===== src/rtl/inst_fetch_queue_pkg.sv =====
// Opcode constants, FSM encoding, FIFO entry layout and the immediate decoders shared with the decoder.
// Pure definitions: no latency, no backpressure.
package inst_fetch_queue_pkg;

  localparam int QUEUE_DEPTH_BIT_DEF = 2;

  localparam logic [6:0] CodeJal  = 7'b1101111;
  localparam logic [6:0] CodeBr   = 7'b1100011;
  localparam logic [6:0] CodeJalr = 7'b1100111;

  typedef enum logic [1:0] {
    IDLE = 2'd0,
    BUSY = 2'd1,
    DROP = 2'd2
  } fetch_state_e;

  typedef struct packed {
    logic [31:0] pc;
    logic [31:0] inst;
  } fetch_entry_t;

  function automatic logic [31:0] imm_j(input logic [31:0] inst);
    return {{12{inst[31]}}, inst[19:12], inst[20], inst[30:21], 1'b0};
  endfunction

  function automatic logic [31:0] imm_b(input logic [31:0] inst);
    return {{20{inst[31]}}, inst[7], inst[30:25], inst[11:8], 1'b0};
  endfunction

endpackage


===== src/rtl/inst_fetch_queue_if.sv =====
// Memory-controller and decoder-facing signals of the fetch queue.
// master = fetch unit, slave = memory controller plus decoder.
interface inst_fetch_queue_if;
  logic        mem_req;
  logic [31:0] mem_addr;
  logic        mem_done;
  logic [31:0] mem_data;
  logic        dec_ready;
  logic        out_valid;
  logic [31:0] out_pc;
  logic [31:0] out_inst;

  modport master (
    output mem_req, mem_addr, out_valid, out_pc, out_inst,
    input  mem_done, mem_data, dec_ready
  );

  modport slave (
    input  mem_req, mem_addr, out_valid, out_pc, out_inst,
    output mem_done, mem_data, dec_ready
  );
endinterface


===== src/rtl/inst_fetch_queue_fifo.sv =====
// Instruction FIFO with push, pop and clear; head entry readable combinationally (0-cycle read).
// Clear beats push/pop; i_en low freezes all state; pop on empty is ignored.
module inst_fetch_queue_fifo #(
  parameter int DEPTH_BIT = 2,
  parameter int WIDTH     = 64
) (
  input  logic             clk_in,
  input  logic             rst_in,
  input  logic             i_en,
  input  logic             i_clr,
  input  logic             i_push,
  input  logic [WIDTH-1:0] i_push_dat,
  input  logic             i_pop,
  output logic [WIDTH-1:0] o_head_dat,
  output logic             o_vld,
  output logic             o_full
);
  localparam int                 DEPTH    = 1 << DEPTH_BIT;
  localparam logic [DEPTH_BIT:0] FULL_CNT = {1'b1, {DEPTH_BIT{1'b0}}};

  logic [WIDTH-1:0]     r_mem [DEPTH];
  logic [DEPTH_BIT-1:0] r_head;
  logic [DEPTH_BIT-1:0] r_tail;
  logic [DEPTH_BIT:0]   r_count;
  logic                 w_push;
  logic                 w_pop;

  assign o_vld      = (r_count != '0);
  assign o_full     = (r_count == FULL_CNT);
  assign o_head_dat = r_mem[r_head];
  assign w_push     = i_en && !i_clr && i_push;
  assign w_pop      = i_en && !i_clr && i_pop && o_vld;

  always_ff @(posedge clk_in) begin
    if (w_push) begin
      r_mem[r_tail] <= i_push_dat;
    end
  end

  // Pointers wrap naturally at DEPTH_BIT bits.
  always_ff @(posedge clk_in or negedge rst_in) begin
    if (!rst_in) begin
      r_head  <= '0;
      r_tail  <= '0;
      r_count <= '0;
    end else if (i_en && i_clr) begin
      r_head  <= '0;
      r_tail  <= '0;
      r_count <= '0;
    end else begin
      if (w_push) begin
        r_tail <= r_tail + 1'b1;
      end
      if (w_pop) begin
        r_head <= r_head + 1'b1;
      end
      if (w_push && !w_pop) begin
        r_count <= r_count + 1'b1;
      end else if (w_pop && !w_push) begin
        r_count <= r_count - 1'b1;
      end
    end
  end

endmodule


===== src/rtl/inst_fetch_queue.sv =====
// Fetch unit: one outstanding word fetch, static next-PC prediction, FIFO to decoder (push->valid 1 cycle).
// Issue stalls when the FIFO is full or fetch is halted on JALR; rdy_in low freezes everything.
module inst_fetch_queue
  import inst_fetch_queue_pkg::*;
#(
  parameter int          QUEUE_DEPTH_BIT = QUEUE_DEPTH_BIT_DEF,
  parameter logic [31:0] RESET_PC        = 32'h0
) (
  input  logic               clk_in,
  input  logic               rst_in,
  input  logic               rdy_in,
  input  logic               redirect_valid,
  input  logic [31:0]        redirect_pc,
  inst_fetch_queue_if.master bus
);
  fetch_state_e r_state;
  fetch_state_e w_state_nxt;
  logic [31:0]  r_pc;
  logic [31:0]  r_mem_addr;
  logic         r_halted;
  logic [31:0]  w_pc_pred;
  logic         w_halt_pred;
  logic         w_issue;
  logic         w_push;
  logic         w_full;
  logic         w_vld;
  fetch_entry_t w_push_dat;
  fetch_entry_t w_head_dat;
  logic [63:0]  w_head_raw;

  always_comb begin
    w_pc_pred   = r_pc + 32'd4;
    w_halt_pred = 1'b0;
    case (bus.mem_data[6:0])
      CodeJal:  w_pc_pred = r_pc + imm_j(bus.mem_data);
      CodeBr:   w_pc_pred = r_pc + imm_b(bus.mem_data);
      CodeJalr: begin
        w_pc_pred   = r_pc;
        w_halt_pred = 1'b1;
      end
      default:  ;
    endcase
  end

  // The request cannot be withdrawn once issued, so a redirect while BUSY
  // parks in DROP until the stale response arrives.
  always_comb begin
    w_state_nxt = r_state;
    w_issue     = 1'b0;
    w_push      = 1'b0;
    case (r_state)
      IDLE: begin
        if (!r_halted && !w_full && !redirect_valid) begin
          w_state_nxt = BUSY;
          w_issue     = 1'b1;
        end
      end
      BUSY: begin
        if (bus.mem_done) begin
          w_state_nxt = IDLE;
          w_push      = !redirect_valid;
        end else if (redirect_valid) begin
          w_state_nxt = DROP;
        end
      end
      DROP: begin
        if (bus.mem_done) begin
          w_state_nxt = IDLE;
        end
      end
      default: w_state_nxt = IDLE;
    endcase
  end

  always_ff @(posedge clk_in or negedge rst_in) begin
    if (!rst_in) begin
      r_state <= IDLE;
    end else if (rdy_in) begin
      r_state <= w_state_nxt;
    end
  end

  always_ff @(posedge clk_in or negedge rst_in) begin
    if (!rst_in) begin
      r_pc       <= RESET_PC;
      r_halted   <= 1'b0;
      r_mem_addr <= 32'h0;
    end else if (rdy_in) begin
      if (w_issue) begin
        r_mem_addr <= r_pc;
      end
      if (redirect_valid) begin
        r_pc     <= redirect_pc;
        r_halted <= 1'b0;
      end else if (w_push) begin
        r_pc     <= w_pc_pred;
        r_halted <= w_halt_pred;
      end
    end
  end

  assign w_push_dat.pc   = r_pc;
  assign w_push_dat.inst = bus.mem_data;

  inst_fetch_queue_fifo #(
    .DEPTH_BIT (QUEUE_DEPTH_BIT),
    .WIDTH     (64)
  ) u_fifo (
    .clk_in     (clk_in),
    .rst_in     (rst_in),
    .i_en       (rdy_in),
    .i_clr      (redirect_valid),
    .i_push     (w_push),
    .i_push_dat (w_push_dat),
    .i_pop      (bus.dec_ready),
    .o_head_dat (w_head_raw),
    .o_vld      (w_vld),
    .o_full     (w_full)
  );

  assign w_head_dat    = fetch_entry_t'(w_head_raw);
  assign bus.mem_req   = (r_state != IDLE);
  assign bus.mem_addr  = r_mem_addr;
  assign bus.out_valid = w_vld;
  assign bus.out_pc    = w_head_dat.pc;
  assign bus.out_inst  = w_head_dat.inst;

endmodule


===== src/flat_wrapper.sv =====
// flat-port wrapper written by rule: the top's interface ports become plain ports
module inst_fetch_queue_flat import inst_fetch_queue_pkg::*;
#(
  parameter int          QUEUE_DEPTH_BIT = QUEUE_DEPTH_BIT_DEF,
  parameter logic [31:0] RESET_PC        = 32'h0
)
  (clk_in, rst_in, rdy_in, redirect_valid, redirect_pc, bus_mem_req, bus_mem_addr, bus_out_valid, bus_out_pc, bus_out_inst, bus_mem_done, bus_mem_data, bus_dec_ready);
  inst_fetch_queue_if bus_i ();
  input  logic clk_in;
  input  logic rst_in;
  input  logic rdy_in;
  input  logic redirect_valid;
  input  logic [31:0] redirect_pc;
  output wire logic [$bits(bus_i.mem_req)-1:0] bus_mem_req;
  output wire logic [$bits(bus_i.mem_addr)-1:0] bus_mem_addr;
  output wire logic [$bits(bus_i.out_valid)-1:0] bus_out_valid;
  output wire logic [$bits(bus_i.out_pc)-1:0] bus_out_pc;
  output wire logic [$bits(bus_i.out_inst)-1:0] bus_out_inst;
  input wire logic [$bits(bus_i.mem_done)-1:0] bus_mem_done;
  input wire logic [$bits(bus_i.mem_data)-1:0] bus_mem_data;
  input wire logic [$bits(bus_i.dec_ready)-1:0] bus_dec_ready;
  assign bus_mem_req = bus_i.mem_req;
  assign bus_mem_addr = bus_i.mem_addr;
  assign bus_out_valid = bus_i.out_valid;
  assign bus_out_pc = bus_i.out_pc;
  assign bus_out_inst = bus_i.out_inst;
  assign bus_i.mem_done = bus_mem_done;
  assign bus_i.mem_data = bus_mem_data;
  assign bus_i.dec_ready = bus_dec_ready;
  inst_fetch_queue #(.QUEUE_DEPTH_BIT(QUEUE_DEPTH_BIT), .RESET_PC(RESET_PC)) u_core (.clk_in(clk_in), .rst_in(rst_in), .rdy_in(rdy_in), .redirect_valid(redirect_valid), .redirect_pc(redirect_pc), .bus(bus_i));
endmodule

===== config.mk =====
export PLATFORM = sky130hd
export DESIGN_NAME = inst_fetch_queue_flat
export DESIGN_NICKNAME = d
export VERILOG_FILES = /design/src/rtl/inst_fetch_queue_pkg.sv /design/src/rtl/inst_fetch_queue_if.sv /design/src/rtl/inst_fetch_queue_fifo.sv /design/src/rtl/inst_fetch_queue.sv /design/src/flat_wrapper.sv
export SDC_FILE = /design/constraint.sdc
export NUM_CORES = 1
export LEC_CHECK = 0
export CAP_MARGIN = 20
export CELL_PAD_IN_SITES_DETAIL_PLACEMENT = 0
export CELL_PAD_IN_SITES_GLOBAL_PLACEMENT = 1
export CORE_AREA = 2 2 176 178
export DETAILED_ROUTE_END_ITERATION = 16
export DIE_AREA = 0 0 178 180
export GPL_TIMING_DRIVEN = 0
export PLACE_DENSITY = 0.8
export SKIP_CTS_REPAIR_TIMING = 1
export SLEW_MARGIN = 25
export SYNTH_ARGS = -nofsm -noshare
export SYNTH_HDL_FRONTEND = slang
export SYNTH_SLANG_ARGS = --single-unit

===== constraint.sdc =====
create_clock -name clk_in -period 6.5 [get_ports clk_in]
set_input_delay 1.3 -clock clk_in [delete_from_list [all_inputs] [get_ports clk_in]]
set_output_delay 1.3 -clock clk_in [all_outputs]
set_load 0.1 [all_outputs]

==> results.ini, run 1 <==
[floorplan]
rows = 64
dieWidth_um = 178
start_util_pct = 50.08
ios = 168
die_y_um = 180
coreArea_mm2 = 0.03019
die-area_mm2 = 0.03204

[global_route]
grt_pass1_vias = 9788
overflow = 0
grt_pass1_wl_um = 58390
antenna_found_initial = 0
track_usage_pct = 24.17
grt_start_max_net_pins = 45

[worst_setup_path]
path_cells = clkdlybuf4s50_1, and4b_1, nand2_1, nor3_2, clkbuf_1, mux2_2, ha_1, fa_1, a211oi_2, o21ai_1, a21oi_2, o31ai_4, a21oi_1, o31ai_1, or4_1, nand3_1
worstPathRequired_ns = 6.96
crit_path_start = bus_mem_data[5]
end_kind = flop
crit_type = in -> reg
worstPathMaxFanout = 10
r2r_end = u_core.r_pc[31]
cp-start-kind = primary input
max_stage_delay_ns = 0.56
r2r_cells = 10
reg2reg_slack_ns = 3.21
timing.rr.start = u_core.r_pc[1]
slowest_stage = clkdlybuf4s50_1
cp_data_arrival_time_ns = 6.22

[power_and_ir_drop]
p_per_area_mw_per_mm2 = 499.2
irDropWorstVdd_v = 0.0004798
p_total_w = 0.009222
leakage_nw = 6.475

[yosys]
yosysTopAreaCellShare_pct = 50.84
synth.ff_latch_count = 330
syn_nets = 1131
ys_seq_area_share_pct = 63.09
syn_inst = 1021
synth_edf_count = 256
postSynthAreaPerCell_um2 = 14.81
yosysUniqueCellTypes = 72
synth_flop_cell = edfxtp_1
syn-cell-area_mm2 = 0.01512
yosysWarnings = 0
synth-async-reset-ratio_pct = 22.42
ys_top_cells_by_area = edfxtp_1 (51%), dfrtp_1 (12%), mux4_2 (9.5%)
yosys.area.top_type = edfxtp_1

[cts]
cts_buffers = 35
clkSinkCount = 330
clockBufferDepth = 3
cts.reportedPaths.clkPinSlew_ns = 0.06
cts.htree.levels = 2
insertion_delay_ns = 0.53
cts_tree = yes
cts-root-buf = clkbuf_16

[placement]
pre_cts_ws_ns = 0.1726
dp_hpwl_um = 26160
gp_congestion = 0.9189
portBuffers = 166

[hold_path]
hold_depth = 1
hold_end = u_core.bus.mem_addr[24]
hp-class = reg -> reg
hp-start = u_core.bus.mem_addr[24]

[sta]
max-slew-margin-rel_pct = 30.33
hold_viol = 0
fin_skew_ns = 0.01724
rsz0062_at_grt = no
fin_crit_sh_pct = 88.61
report.final.slew_viol_count = 0
max_freq_mhz = 173.6
layout_setup_ws_ns = 0.7400
worst_slew_pin_slew_ns = 1.042
setup_viol = 0
setup_tns_ns = 0
min_period_ns = 5.760

[final_layout]
insertedDiodeCount = 0
drive_gt1_share_pct = 15.86
nets = 1339
syn2layout_area_growth_pct = 22.19
fin_util_pct = 61.19

[drt]
avgRoutedWirePerCell_um = 23.01
drtAntennaViolNets = 0
num_vias = 9776
first_pass_iters = 5
drc = 0
viasPerCell = 5.921
drtIter0Drc = 801
wirelength_um = 38000

[flow_run]
cap_violations = 0

[outcome]
outcome = completed

## where the power goes
| part | total [W] | internal (W) | switching [W] | leakage, nW |
|---|---|---|---|---|
| registers | 0.00277 | 0.00252 | 0.000252 | 3.22 |
| logic | 0.00459 | 0.00131 | 0.00328 | 2.73 |
| clock network | 0.00186 | 0.00104 | 0.000817 | 0.524 |
| total | 0.00922 | 0.00487 | 0.00435 | 6.48 |
## cells in the final DEF (no fill, tap or decap), drive strengths merged, types with 9 or more instances in the layout
cell	instances
nor2	49
mux2	39
buf	22
o21ai	59
nand3	25
a211oi	15
xnor2	29
mux4	64
edfxtp	256
clkdlybuf4s50	165
nor3	23
ha	38
a21o	11
and3	15
nand4	9
nand2	69
clkinv	17
xor2	11
inv	26
a21oi	57
dfrtp	74
o31ai	9
clkbuf	73
## worst max path at each step
stage / end / slack [ns] / cells after the start
floorplan: u_core.r_pc[23] / 1.59 / 15
global placement: u_core.r_pc[31] / -0.15 / 16
detailed placement: u_core.r_pc[31] / 0.17 / 16
CTS: u_core.r_pc[31] / 0.69 / 16
global route: u_core.r_pc[31] / 0.39 / 16
finish: u_core.r_pc[31] / 0.74 / 16
## metal layers
metal,GRT usage [%],share of wire [%]
met1,35.37,45
met2,38.79,47
met3,3.194,5.9
met4,5.672,1.8
met5,0,0
## sequential cells by signal, summed over array words and instances, names as in the netlist
name,flops
u_core.bus.mem_addr,32
u_core.r_halted,1
u_core.r_pc,32
u_core.r_state,2
u_core.u_fifo.r_count,3
u_core.u_fifo.r_head,2
u_core.u_fifo.r_mem,256
u_core.u_fifo.r_tail,2
## metrics by stage
| step | hold WS (ns) | area, um2 | cells |
|---|---|---|---|
| floorplan | 0.4686 | 15120 | 1021 |
| global placement | 0.4913 | 17280 | 1583 |
| detailed placement | 0.4963 | 17410 | 1588 |
| CTS | 0.5090 | 18470 | 1651 |
| global route | 0.5305 | 18470 | 1651 |
| finish | 0.5040 | 18470 | 1651 |
## cells in the mapped netlist, types with 24 or more instances
cell	instances
nand3_1	24
mux4_2	64
mux2_2	39
o21ai_0	55
nand2_1	69
nor2_1	49
xnor2_1	29
inv_1	25
ha_1	38
clkbuf_1	29
edfxtp_1	256
dfrtp_1	74
a21oi_1	55
## critical path, delay by kind of cell
kind                       cells  cell delay, ns
and+or+nand+nor                5            1.42
muxes                          1            0.43
adders and majority gates      2            0.67
buffers and inverters          2            0.94
AOI/OAI and AO/OA              6            1.43
## logic make-up (layout without fill, tap and decap cells)
group,count (synthesis),after routing,share of synthesized area (%)
AOI/OAI and AO/OA,211,211,9.219
adders and majority gates,40,40,3.410
and+or+nand+nor,220,220,7.216
buffers and inverters,71,305,1.912
muxes,109,109,12.84
xor gates and xnor gates,40,40,2.317
DFF,330,330,63.09
## layout make-up
cell class                 instances  area [um2]
clock buffer                      43       947.2
sequential                       330        9539
inverter                          25       93.84
fill                            2334       11720
timing repair buffer             171        1778
multi-input combinational        620        5306
clock inverter                    20       116.4
buffer                            46       197.7
tap                              396       495.5
(Power assumes the default switching activity.)
==> run 2: changes to the inputs <==
CORE_AREA = 2 2 198 200   (was 2 2 176 178)
DIE_AREA = 0 0 200 202   (was 0 0 178 180)
PLACE_DENSITY = 0.65   (was 0.8)
==> run 2 against run 1 <==
- die area grew 26%
- clock-buffer cell count grew 12
- cell area grew 2.4%
- utilization shrank 12 points
- largest cell class unchanged
- largest power group unchanged
==> results.ini, run 2 (synthesized netlist as in run 1, its figures left out) <==
[drt]
drtIter0Drc = 659  ; -18%
viasPerCell = 5.379  ; -9.2%
wirelength_um = 40270  ; +6.0%
drtAntennaViolNets = 0  ; unchanged
avgRoutedWirePerCell_um = 22.63  ; -1.6%
num_vias = 9570  ; -2.1%
first_pass_iters = 5  ; unchanged
drc = 0  ; unchanged

[worst_setup_path]
worstPathMaxFanout = 10  ; unchanged
timing.rr.start = u_core.r_pc[1]
r2r_cells = 10  ; unchanged
cp_data_arrival_time_ns = 6.28  ; +0.06 ns
end_kind = flop
reg2reg_slack_ns = 3.20  ; about the same
r2r_end = u_core.r_pc[31]
worstPathRequired_ns = 6.95  ; about the same
crit_type = in -> reg
cp-start-kind = primary input

[cts]
cts.reportedPaths.clkPinSlew_ns = 0.06  ; about the same
cts_buffers = 37  ; +5.7%
cts_tree = yes
clockBufferDepth = 3  ; unchanged
cts-root-buf = clkbuf_16
clkSinkCount = 330  ; unchanged
cts.htree.levels = 2  ; unchanged
insertion_delay_ns = 0.53  ; about the same

[sta]
worst_slew_pin_slew_ns = 1.062  ; +0.01987 ns
setup_viol = 0  ; unchanged
hold_viol = 0  ; unchanged
rsz0062_at_grt = no
fin_crit_sh_pct = 89.65  ; +1.0 points
max_freq_mhz = 171.6  ; -1.2%
fin_skew_ns = 0.01749  ; +0.0002486 ns
whs_ns = 0.5110  ; +0.006906 ns
layout_setup_ws_ns = 0.6729  ; -0.06719 ns
report.final.slew_viol_count = 0  ; unchanged
max-slew-margin-rel_pct = 29.22  ; -1.1 points
min_period_ns = 5.827  ; +0.06719 ns

[power_and_ir_drop]
p_total_w = 0.009623  ; +4.3%
leakage_nw = 6.614  ; +2.1%
irDropWorstVdd_v = 0.0004747  ; -1.0%
p_per_area_mw_per_mm2 = 508.8  ; +1.9%

[placement]
pre_cts_ws_ns = 0.09298  ; -0.07961 ns
place_inst = 1710  ; +7.7%
portBuffers = 166  ; unchanged
gp_congestion = 0.8493  ; -7.6%
dp_hpwl_um = 28330  ; +8.3%

[final_layout]
most-common-layout-cells = edfxtp_1 (256), clkdlybuf4s50_1 (165), dfrtp_1 (74)
largest_reg_flops = 256  ; unchanged
insertedDiodeCount = 0  ; unchanged
drive_gt1_share_pct = 16.26  ; +0.40 points
fin_cells = 1779  ; +7.8%
syn2layout_area_growth_pct = 25.10
max_flop_register = u_core.u_fifo.r_mem
nets = 1342  ; +0.22%
final_common_cell = edfxtp_1

[floorplan]
die-area_mm2 = 0.04040  ; +26%
start_util_pct = 39.49  ; -11 points
rows = 72  ; +13%
coreArea_mm2 = 0.03829  ; +27%
die_y_um = 202  ; +12%
dieWidth_um = 200  ; +12%
ios = 168  ; unchanged

[hold_path]
hold_end = u_core.bus.mem_addr[19]
hp-start = u_core.bus.mem_addr[19]
hp-class = reg -> reg
hold_depth = 1  ; unchanged

[global_route]
grt_start_max_net_pins = 43  ; -4.4%
antenna_found_initial = 0  ; unchanged
grt_pass1_vias = 9455  ; -3.4%
grt_pass1_wl_um = 60120  ; +3.0%
overflow = 0  ; unchanged
track_usage_pct = 20.21  ; -4.0 points

[flow_run]
cap_violations = 0  ; unchanged

[outcome]
outcome = completed

## run 2: cell count changes in the layout (fill, tap and decap cells not counted), moves of 2 or more
cell / change
clkinvlp_4: -2
bufinv_16: +5
clkbuf_16: +5
clkbuf_1: +3
clkbuf_8: +4
clkinv_1: -3
clkinv_2: -6
## run 2: area by class of cell
cell class | count | area, um2
buffer | 46 | 197.7
fill | 3305 | 19370
inverter | 25 | 93.84
tap | 518 | 648.1
clock buffer | 55 | 1139
multi-input combinational | 620 | 5306
timing repair buffer | 172 | 1797
clock inverter | 13 | 193.9
sequential | 330 | 9539
## run 2: worst max path at each step
stage               startpoint              end  depth (start not counted)
2_1_floorplan  bus_mem_data[4]  u_core.r_pc[23]                         15
3_3_place_gp   bus_mem_data[0]  u_core.r_pc[31]                         16
3_5_place_dp   bus_mem_data[0]  u_core.r_pc[31]                         16
4_1_cts        bus_mem_data[0]  u_core.r_pc[31]                         16
5_1_grt        bus_mem_data[5]  u_core.r_pc[31]                         16
6_report       bus_mem_data[5]  u_core.r_pc[31]                         16
## run 2: power breakdown
group	internal (W)	leakage, nW	switching (W)	total (W)
registers	0.00252	3.22	0.000249	0.00277
clock network	0.00141	0.654	0.000822	0.00224
logic	0.00131	2.74	0.00330	0.00462
## run 2: routing by layer
| layer | GRT usage [%] | routed length, um |
|---|---|---|
| met1 | 29.37 | 18650 |
| met2 | 32.08 | 18790 |
| met3 | 3.287 | 2157 |
| met4 | 4.365 | 662 |
| met5 | 0 | 0 |
## run 2: critical path, stage by stage
cell and delay [ns]:
clkdlybuf4s50_1 0.56, and4b_1 0.34, nand2_1 0.12, nor3_2 0.52
clkbuf_1 0.36, mux2_2 0.42, ha_1 0.24, fa_1 0.44
a211oi_2 0.27, o21ai_1 0.12, a21oi_2 0.34, o31ai_4 0.15
a21oi_1 0.38, o31ai_1 0.19, or4_1 0.42, nand3_1 0.09
## run 2: stage by stage
stage	util, %	TNS (ns)	instance area, um2
finish	49.40	0	18910
CTS	49.37	0	18900
floorplan	-	0	15120
detailed placement	45.89	0	17570
global route	49.40	0	18910
global placement	45.52	-0.8068	17430
==> run 3: changes to the inputs <==
==> constraint.sdc (replaced) <==
create_clock -name clk_in -period 6.5 [get_ports clk_in]
set_input_delay 0.65 -clock clk_in [delete_from_list [all_inputs] [get_ports clk_in]]
set_output_delay 0.65 -clock clk_in [all_outputs]
set_load 0.1 [all_outputs]
==> results of run 3 <==
Same layout as run 2 (identical final DEF). Status: completed.
Among the figures that moved: setup slack after placement 0.09298 ns -> 0.7430 ns; setup slack after layout 0.6729 ns -> 1.323 ns; hold slack 0.5110 ns -> 0.02392 ns
